$ cat src/rtl/ex_operand_if.sv
// ID -> EX issue bundle: decoded instruction from ID,
// stall back to IF/ID.
interface ex_operand_if #(
  parameter int WIDTH = 32
);
  logic             id_valid;
  logic [WIDTH-1:0] id_pc;
  logic [4:0]       id_rs1;
  logic [4:0]       id_rs2;
  logic [4:0]       id_rd;
  logic [WIDTH-1:0] id_rs1_val;
  logic [WIDTH-1:0] id_rs2_val;
  logic [WIDTH-1:0] id_imm;
  logic [3:0]       id_alufun;
  logic [1:0]       id_op1_sel;
  logic [1:0]       id_op2_sel;
  logic             id_reg_write;
  logic             id_mem_read;
  logic             id_mem_write;
  logic             stall;

  modport master (
    output id_valid, id_pc, id_rs1, id_rs2, id_rd,
    output id_rs1_val, id_rs2_val, id_imm, id_alufun,
    output id_op1_sel, id_op2_sel,
    output id_reg_write, id_mem_read, id_mem_write,
    input  stall
  );

  modport slave (
    input  id_valid, id_pc, id_rs1, id_rs2, id_rd,
    input  id_rs1_val, id_rs2_val, id_imm, id_alufun,
    input  id_op1_sel, id_op2_sel,
    input  id_reg_write, id_mem_read, id_mem_write,
    output stall
  );
endinterface

$ cat src/rtl/ex_operand_stage.sv
// ID/EX register with RAW forwarding, ALU operand muxing
// and load-use stall generation.
module ex_operand_stage #(
  parameter int WIDTH = 32
) (
  input  logic             clk,
  input  logic             reset,
  ex_operand_if.slave      id,
  input  logic             flush,
  input  logic             ex_hold,
  input  logic [4:0]       exmem_rd,
  input  logic             exmem_reg_write,
  input  logic [WIDTH-1:0] exmem_result,
  input  logic [4:0]       memwb_rd,
  input  logic             memwb_reg_write,
  input  logic [WIDTH-1:0] memwb_result,
  output logic [3:0]       AluFun,
  output logic [WIDTH-1:0] op1,
  output logic [WIDTH-1:0] op2,
  output logic [WIDTH-1:0] ex_store_data,
  output logic             ex_valid,
  output logic [4:0]       ex_rd,
  output logic             ex_reg_write,
  output logic             ex_mem_read,
  output logic             ex_mem_write,
  output logic [WIDTH-1:0] ex_pc
);

  typedef struct packed {
    logic             valid;
    logic [WIDTH-1:0] pc;
    logic [4:0]       rs1;
    logic [4:0]       rs2;
    logic [4:0]       rd;
    logic [WIDTH-1:0] rs1_val;
    logic [WIDTH-1:0] rs2_val;
    logic [WIDTH-1:0] imm;
    logic [3:0]       alufun;
    logic [1:0]       op1_sel;
    logic [1:0]       op2_sel;
    logic             reg_write;
    logic             mem_read;
    logic             mem_write;
  } id_ex_t;

  id_ex_t q;
  id_ex_t d_in;
  logic   load_use;

  logic [WIDTH-1:0] fwd_rs1;
  logic [WIDTH-1:0] fwd_rs2;
  logic [WIDTH-1:0] four;

  assign four = WIDTH'(4);

  always_comb begin
    d_in           = '0;
    d_in.valid     = id.id_valid;
    d_in.pc        = id.id_pc;
    d_in.rs1       = id.id_rs1;
    d_in.rs2       = id.id_rs2;
    d_in.rd        = id.id_rd;
    d_in.rs1_val   = id.id_rs1_val;
    d_in.rs2_val   = id.id_rs2_val;
    d_in.imm       = id.id_imm;
    d_in.alufun    = id.id_alufun;
    d_in.op1_sel   = id.id_op1_sel;
    d_in.op2_sel   = id.id_op2_sel;
    d_in.reg_write = id.id_reg_write;
    d_in.mem_read  = id.id_mem_read;
    d_in.mem_write = id.id_mem_write;
  end

  assign load_use = q.valid & q.mem_read
                  & (q.rd != 5'd0) & id.id_valid
                  & ((q.rd == id.id_rs1)
                   | (q.rd == id.id_rs2));

  // flush kills both a pending load-use and a hold
  assign id.stall = ~reset & ~flush
                  & (ex_hold | load_use);

  always_ff @(posedge clk) begin
    if (reset)         q <= '0;
    else if (flush)    q <= '0;
    else if (ex_hold)  q <= q;
    else if (load_use) q <= '0;
    else               q <= d_in;
  end

  function automatic logic [WIDTH-1:0] fwd(
    input logic [4:0]       r,
    input logic [WIDTH-1:0] v
  );
    if (exmem_reg_write && exmem_rd == r && r != 5'd0)
      return exmem_result;
    else if (memwb_reg_write && memwb_rd == r && r != 5'd0)
      return memwb_result;
    else
      return v;
  endfunction

  assign fwd_rs1 = fwd(q.rs1, q.rs1_val);
  assign fwd_rs2 = fwd(q.rs2, q.rs2_val);

  always_comb begin
    op1 = '0;
    op2 = '0;
    AluFun = 4'd0;
    ex_store_data = '0;
    if (q.valid) begin
      AluFun = q.alufun;
      ex_store_data = fwd_rs2;
      case (q.op1_sel)
        2'b00:   op1 = fwd_rs1;
        2'b01:   op1 = q.pc;
        2'b10:   op1 = '0;
        default: op1 = q.imm;
      endcase
      case (q.op2_sel)
        2'b00:   op2 = fwd_rs2;
        2'b01:   op2 = q.imm;
        2'b10:   op2 = four;
        default: op2 = '0;
      endcase
    end
  end

  assign ex_valid     = q.valid;
  assign ex_rd        = q.valid ? q.rd : 5'd0;
  assign ex_reg_write = q.valid & q.reg_write;
  assign ex_mem_read  = q.valid & q.mem_read;
  assign ex_mem_write = q.valid & q.mem_write;
  assign ex_pc        = q.valid ? q.pc : '0;

endmodule
$ cat src/flat_wrapper.sv
// flat-port wrapper written by rule: the top's interface ports become plain ports
module ex_operand_stage_flat 
#(
  parameter int WIDTH = 32
)
  (clk, reset, flush, ex_hold, exmem_rd, exmem_reg_write, exmem_result, memwb_rd, memwb_reg_write, memwb_result, AluFun, op1, op2, ex_store_data, ex_valid, ex_rd, ex_reg_write, ex_mem_read, ex_mem_write, ex_pc, id_id_valid, id_id_pc, id_id_rs1, id_id_rs2, id_id_rd, id_id_rs1_val, id_id_rs2_val, id_id_imm, id_id_alufun, id_id_op1_sel, id_id_op2_sel, id_id_reg_write, id_id_mem_read, id_id_mem_write, id_stall);
  ex_operand_if #(.WIDTH(WIDTH)) id_i ();
  input  logic clk;
  input  logic reset;
  input  logic flush;
  input  logic ex_hold;
  input  logic [4:0] exmem_rd;
  input  logic exmem_reg_write;
  input  logic [WIDTH-1:0] exmem_result;
  input  logic [4:0] memwb_rd;
  input  logic memwb_reg_write;
  input  logic [WIDTH-1:0] memwb_result;
  output logic [3:0] AluFun;
  output logic [WIDTH-1:0] op1;
  output logic [WIDTH-1:0] op2;
  output logic [WIDTH-1:0] ex_store_data;
  output logic ex_valid;
  output logic [4:0] ex_rd;
  output logic ex_reg_write;
  output logic ex_mem_read;
  output logic ex_mem_write;
  output logic [WIDTH-1:0] ex_pc;
  input wire logic [$bits(id_i.id_valid)-1:0] id_id_valid;
  input wire logic [$bits(id_i.id_pc)-1:0] id_id_pc;
  input wire logic [$bits(id_i.id_rs1)-1:0] id_id_rs1;
  input wire logic [$bits(id_i.id_rs2)-1:0] id_id_rs2;
  input wire logic [$bits(id_i.id_rd)-1:0] id_id_rd;
  input wire logic [$bits(id_i.id_rs1_val)-1:0] id_id_rs1_val;
  input wire logic [$bits(id_i.id_rs2_val)-1:0] id_id_rs2_val;
  input wire logic [$bits(id_i.id_imm)-1:0] id_id_imm;
  input wire logic [$bits(id_i.id_alufun)-1:0] id_id_alufun;
  input wire logic [$bits(id_i.id_op1_sel)-1:0] id_id_op1_sel;
  input wire logic [$bits(id_i.id_op2_sel)-1:0] id_id_op2_sel;
  input wire logic [$bits(id_i.id_reg_write)-1:0] id_id_reg_write;
  input wire logic [$bits(id_i.id_mem_read)-1:0] id_id_mem_read;
  input wire logic [$bits(id_i.id_mem_write)-1:0] id_id_mem_write;
  output wire logic [$bits(id_i.stall)-1:0] id_stall;
  assign id_i.id_valid = id_id_valid;
  assign id_i.id_pc = id_id_pc;
  assign id_i.id_rs1 = id_id_rs1;
  assign id_i.id_rs2 = id_id_rs2;
  assign id_i.id_rd = id_id_rd;
  assign id_i.id_rs1_val = id_id_rs1_val;
  assign id_i.id_rs2_val = id_id_rs2_val;
  assign id_i.id_imm = id_id_imm;
  assign id_i.id_alufun = id_id_alufun;
  assign id_i.id_op1_sel = id_id_op1_sel;
  assign id_i.id_op2_sel = id_id_op2_sel;
  assign id_i.id_reg_write = id_id_reg_write;
  assign id_i.id_mem_read = id_id_mem_read;
  assign id_i.id_mem_write = id_id_mem_write;
  assign id_stall = id_i.stall;
  ex_operand_stage #(.WIDTH(WIDTH)) u_core (.clk(clk), .reset(reset), .id(id_i), .flush(flush), .ex_hold(ex_hold), .exmem_rd(exmem_rd), .exmem_reg_write(exmem_reg_write), .exmem_result(exmem_result), .memwb_rd(memwb_rd), .memwb_reg_write(memwb_reg_write), .memwb_result(memwb_result), .AluFun(AluFun), .op1(op1), .op2(op2), .ex_store_data(ex_store_data), .ex_valid(ex_valid), .ex_rd(ex_rd), .ex_reg_write(ex_reg_write), .ex_mem_read(ex_mem_read), .ex_mem_write(ex_mem_write), .ex_pc(ex_pc));
endmodule
$ cat config.mk
export PLATFORM = sky130hd
export DESIGN_NAME = ex_operand_stage_flat
export DESIGN_NICKNAME = d
export VERILOG_FILES = /design/src/rtl/ex_operand_if.sv /design/src/rtl/ex_operand_stage.sv /design/src/flat_wrapper.sv
export SDC_FILE = /design/constraint.sdc
export NUM_CORES = 1
export LEC_CHECK = 0
export BUFFER_PORTS_ARGS = -buffer_cell sky130_fd_sc_hd__buf_2
export CELL_PAD_IN_SITES_DETAIL_PLACEMENT = 0
export CELL_PAD_IN_SITES_GLOBAL_PLACEMENT = 1
export CORE_AREA = 2 2 162 164
export CTS_BUF_LIST = sky130_fd_sc_hd__clkbuf_2
export DETAILED_ROUTE_END_ITERATION = 10
export DIE_AREA = 0 0 164 166
export PLACE_DENSITY_LB_ADDON = 0.12
export SLEW_MARGIN = 10
export SYNTH_ARGS = -nofsm -noshare
export SYNTH_HDL_FRONTEND = slang
export SYNTH_SLANG_ARGS = --single-unit
export TNS_END_PERCENT = 1
$ cat constraint.sdc
create_clock -name clk -period 5.4 [get_ports clk]
set_input_delay 0.27 -clock clk [delete_from_list [all_inputs] [get_ports clk]]
set_output_delay 0.27 -clock clk [all_outputs]
set_load 0.01 [all_outputs]
# Yosys cells after proc, flatten, opt, wreduce, memory -nomap -nowiden
# Cells that the tools add are included.
[totals]
ff_bits = 155
in_bits = 235
out_inout_bits = 142
elab_cells = 63
[op_classes]
n_eq_ne = 10
mux = 13
n_bitwise = 12
reduce_logical = 14
[ops]
columns = ["operator", "n"]
rows = [
  ["32-bit 2-to-1 mux", 8],
  ["32-bit case mux with 3 select lines", 2],
  ["155-bit 2-to-1 mux", 1],
  ["5-bit == test", 6],
  ["5-bit nonzero test", 3],
  ["1-bit bitwise AND", 8],
  ["1-bit logical AND", 8],
  ["5-bit 2-to-1 mux", 1],
  ["2-bit by 1-bit == test with 1-bit output (second input constant)", 2],
  ["2-bit == test (second input constant)", 2],
  ["2-bit zero test", 2],
  ["4-bit 2-to-1 mux", 1],
  ["1-bit NOT", 2],
  ["1-bit OR", 2],
  ["2-bit OR reduction", 1],
]

# Longest topological paths before layout
[depth]
depth_word = 7
mapped_depth = 7
depth_no_buf = 5

# Worst setup path after synthesis
# No wires, ideal clock.
[synth_path]
path_kind = "flip-flop to output port"
from = "reg u_core.q[112] (netlist name)"
to = "out op2[22]"
t_arrival_ns = 1.749
required_time_ns = 5.130
slack_ns = 3.381
stages_incl_launch_ff = 8
n_path_buf = 2
cell_sequence = "dfxtp_1 > or4_1 > o211ai_1 > or2_1 > buf_4 > buf_2 > o21ai_0 > o21ai_1"
[synth_between]
elab_chain_cells = 7
word_cells_on_any_way = 11
classes_between = "2 x eq/ne; 4 x mux; 5 x reduce/logical"
[synth_lines]
columns = ["element", "line", "rtl"]
rows = [
  ["from (decl)", "ex_operand_stage.sv:46", "id_ex_t q;"],
  ["from (signal assigned)", "ex_operand_stage.sv:86", "else if (ex_hold) q <= q;"],
  ["from (signal assigned)", "ex_operand_stage.sv:88", "else q <= d_in;"],
  ["5-bit == test", "ex_operand_stage.sv:97", "else if (memwb_reg_write && memwb_rd == r && r != 5'd0)"],
  ["1-bit logical AND (2 in series)", "ex_operand_stage.sv:97", ""],
  ["32-bit 2-to-1 mux", "ex_operand_stage.sv:97", ""],
  ["32-bit 2-to-1 mux *", "ex_operand_stage.sv:95", "if (exmem_reg_write && exmem_rd == r && r != 5'd0)"],
  ["32-bit case mux with 3 select lines *", "ex_operand_stage.sv:120", "case (q.op2_sel)"],
  ["32-bit 2-to-1 mux *", "ex_operand_stage.sv:111", "if (q.valid) begin"],
  ["to (decl)", "flat_wrapper.sv:20", "output logic [WIDTH-1:0] op2;"],
]
# Every way passes the cells marked *; elsewhere a longest branch is shown, timed or not.

# Worst setup path after layout
[layout_path]
from = "reg u_core.q[112] (netlist name)"
to = "out op2[2]"
# Same word-level chain as after synthesis.

==> flow_summary.toml <==
[route]
ant_nets = 0
drt-total-wl_mm = 42.5
drt_iter0_markers = 975
vias = 11500
via_per_inst = 5.62
drt_first_pass_iters = 6
drc = 0
wl_per_cell_um = 20.7

[final_layout]
nFillCells = 2567
final_cells = 2055
area_growth_pct = 40.3
drive_gt1_share_pct = 27.4
nets = 1936

[critical_path]
slowest_delay_ns = 1.08
worstSetupStartpointType = "flip-flop"
crit_arrival_ns = 4.27
path_max_fanout = 33
cp_cell_sequence = "or4_1 > nor2_4 > or3_2 > a211oi_1 > o31ai_1 > buf_2"
required_ns = 5.13
critPathKind = "flip-flop to output pin"
endpoint_kind = "output pin"
slowest_stage = "or3_2"

[power_and_ir_drop]
powerDensity_mw_per_mm2 = 179
p_sw_share_pct = 29.9
ir_drop_mv = 0.167
pwr-share-clk_pct = 31.9
combPwrFrac_pct = 18.3
p_leak_uw = 0.00574
power_frac_seq_pct = 49.8
power.internal_uw = 1730
netSwitchingPower_uw = 738

[flow_run]
maxCapViolations = 0

[synth]
syn_area_per_cell_um2 = 7.82
syn_nets = 1494
async_reset_ff_share_pct = 0
synth_cell_type_count = 38
synth-main-ff-cell = "dfxtp_1"
synth_largest_area_cell = "dfxtp_1"
yosysWarningCount = 0
syn_area_mm2 = 0.00984
synth_cells = 1259
seq_area_frac_synth_pct = 31.5
synth_top_area_share_pct = 31.5
synth_edf_count = 0
ys_ff_latch = 155
synth.area.top_cells = "dfxtp_1 (32%), nand3b_1 (12%), o21ai_0 (10%)"

[sta]
hold_viol_final = 0
rsz0062_at_grt = "false"
clock.fmax_mhz = 220
finClkSkew_ns = 0.0447
hold_slack_ns = 0.0913
period_needed_ns = 4.54
relSlewSlack_pct = 20.1
fin_crit_sh_pct = 84.1
setup_viol = 0
setup_tns_ns = 0
slew_violations = 0
worstMarginPinSlew_ns = 1.20

[cts]
cts_buffer_depth = 2
clock-root-buffer = "clkbuf_2"
cts_tree = "built"
cts_htree_levels = 4
clk_latency_ns = 0.72
cts.sinks = 155
clk_pin_slew_ns = 0.27
numCtsBuffers = 17

[floorplan]
start_util_pct = 38.4
coreArea_mm2 = 0.0256
num_rows = 59
num_io_pins = 377
dieArea_mm2 = 0.0272
die_x_um = 164
fp.dieH_um = 166

[grt]
grt_use_total_pct = 30.1
grt_pass1_vias = 11300
antenna_found_initial = 7
grt-ovfl-total = 0
grt_pass1_wl_mm = 64.3
grt_max_degree = 190

[placed_design]
gp_congestion = 0.851
io_buffers = 376
dp_cells = 1836
hpwl_mm = 27.6

[worst_hold_path]
min_path_type = "input pin to flip-flop"

[outcome]
status = "finished, final reports clean"
## logic make-up after synthesis
| kind of cell | Yosys count | share of synthesized area, % |
|---|---|---|
| buf+inv | 148 | 6.61 |
| flops | 155 | 31.5 |
| compound gates | 415 | 26.4 |
| simple gates | 477 | 29.3 |
| xor+xnor | 30 | 2.67 |
| mux | 34 | 3.46 |
## final timing paths
| kind | start | depth (start not counted) | endpoint | slack (ns) |
|---|---|---|---|---|
| worst max-delay path | u_core.q[112]$_SDFFE_PN0N_ | 6 | op2[2] | 0.86 |
| worst min-delay path | ex_hold | 3 | u_core.q[94]$_SDFFE_PN0N_ | 0.09 |
| worst max register to register | u_core.ex_valid$_SDFFE_PN0N_ | 6 | u_core.q[96]$_SDFFE_PN0N_ | 2.21 |
| worst min register to register | u_core.q[92]$_SDFFE_PN0N_ | 2 | u_core.q[92]$_SDFFE_PN0N_ | 0.49 |
## area by class of cell
type | instances | area, um2 | area share, %
clock inverter | 12 | 186 | 1.35
antenna | 6 | 15.0 | 0.109
timing repair buffer | 571 | 3830 | 27.7
sequential | 155 | 3110 | 22.5
tap | 335 | 419 | 3.03
clock buffer | 20 | 100 | 0.725
multi-input combinational | 956 | 6150 | 44.5
## through the flow
step | power, uW | utilization [%] | area [um2] | setup WS, ns
after floorplan | 1420 | - | 9840 | 3.38
after global placement | 1590 | 45.6 | 11700 | 1.78
after detailed placement | 1600 | 45.6 | 11700 | 1.69
after CTS | 2480 | 53.8 | 13800 | 0.814
after global routing | 2570 | 53.9 | 13800 | 0.577
final | 2470 | 53.9 | 13800 | 0.859
## sequential cells by signal, indices dropped and copies added (netlist names)
register / count
u_core.ex_valid: 1
u_core.q: 154
## metal layers
| metal | wire length (um) | GRT usage, % | vias up |
|---|---|---|---|
| met5 | 13 | 0 | - |
| met2 | 20600 | 50.8 | 466 |
| met3 | 2580 | 5.29 | 83 |
| met1 | 17800 | 37.7 | 5480 |
| met4 | 1590 | 12.5 | 2 |
| li1 | - | - | 5509 |
## critical path: cells and delay by family, from the launching register on
| family | cells | cell delay, ns |
|---|---|---|
| buffers and inverters | 1 | 0.16 |
| AND/OR/NAND/NOR | 3 | 2.46 |
| AO/OA/AOI/OAI | 2 | 0.50 |
| flip-flops | 1 | 0.42 |
## power by group through the flow
stage	Clock [uW]	Sequential (uW)	Combinational, uW
after floorplan	0	1230	195
after global placement	0	1250	340
after detailed placement	0	1250	345
after CTS	808	1230	445
after global routing	853	1240	485
final	787	1230	451
## cells in the mapped netlist, drive strengths merged (32+ instances only)
library cell,instances
o21ai,281
nand3,157
dfxtp,155
nand3b,155
clkbuf,119
and2,44
nor2,38
nand2,37
mux2i,34
a211oi,32
a31oi,32
nor4b,32
o211a,32
o21a,32
## cells in the final DEF (no fill, tap or decap), types with 3 or more instances in the layout
master and count:
bufinv_16 4, mux2i_1 34, nand2_1 34, nand4_1 3, a31oi_1 32, dlygate4sd3_1 181
nand3_1 157, xor2_1 10, nor2_4 4, nand3b_1 155, o211ai_1 3, clkinv_4 3
dfxtp_1 152, and2_1 44, o211a_1 32, o21ai_0 197, buf_2 375, nand2_2 3
nor2_1 34, o21ai_1 84, clkbuf_2 20, buf_4 12, inv_6 3, nor4b_1 32
xnor2_1 20, a211oi_2 30, diode_2 6, o21a_1 32
## what timing repair did
action / CTS / global route
hold buffers: 181 / 0
setup buffers: 0 / 0
hold endpoints to repair: 155 / 0
gates resized for setup: 0 / 0
(Power assumes the default switching activity.)
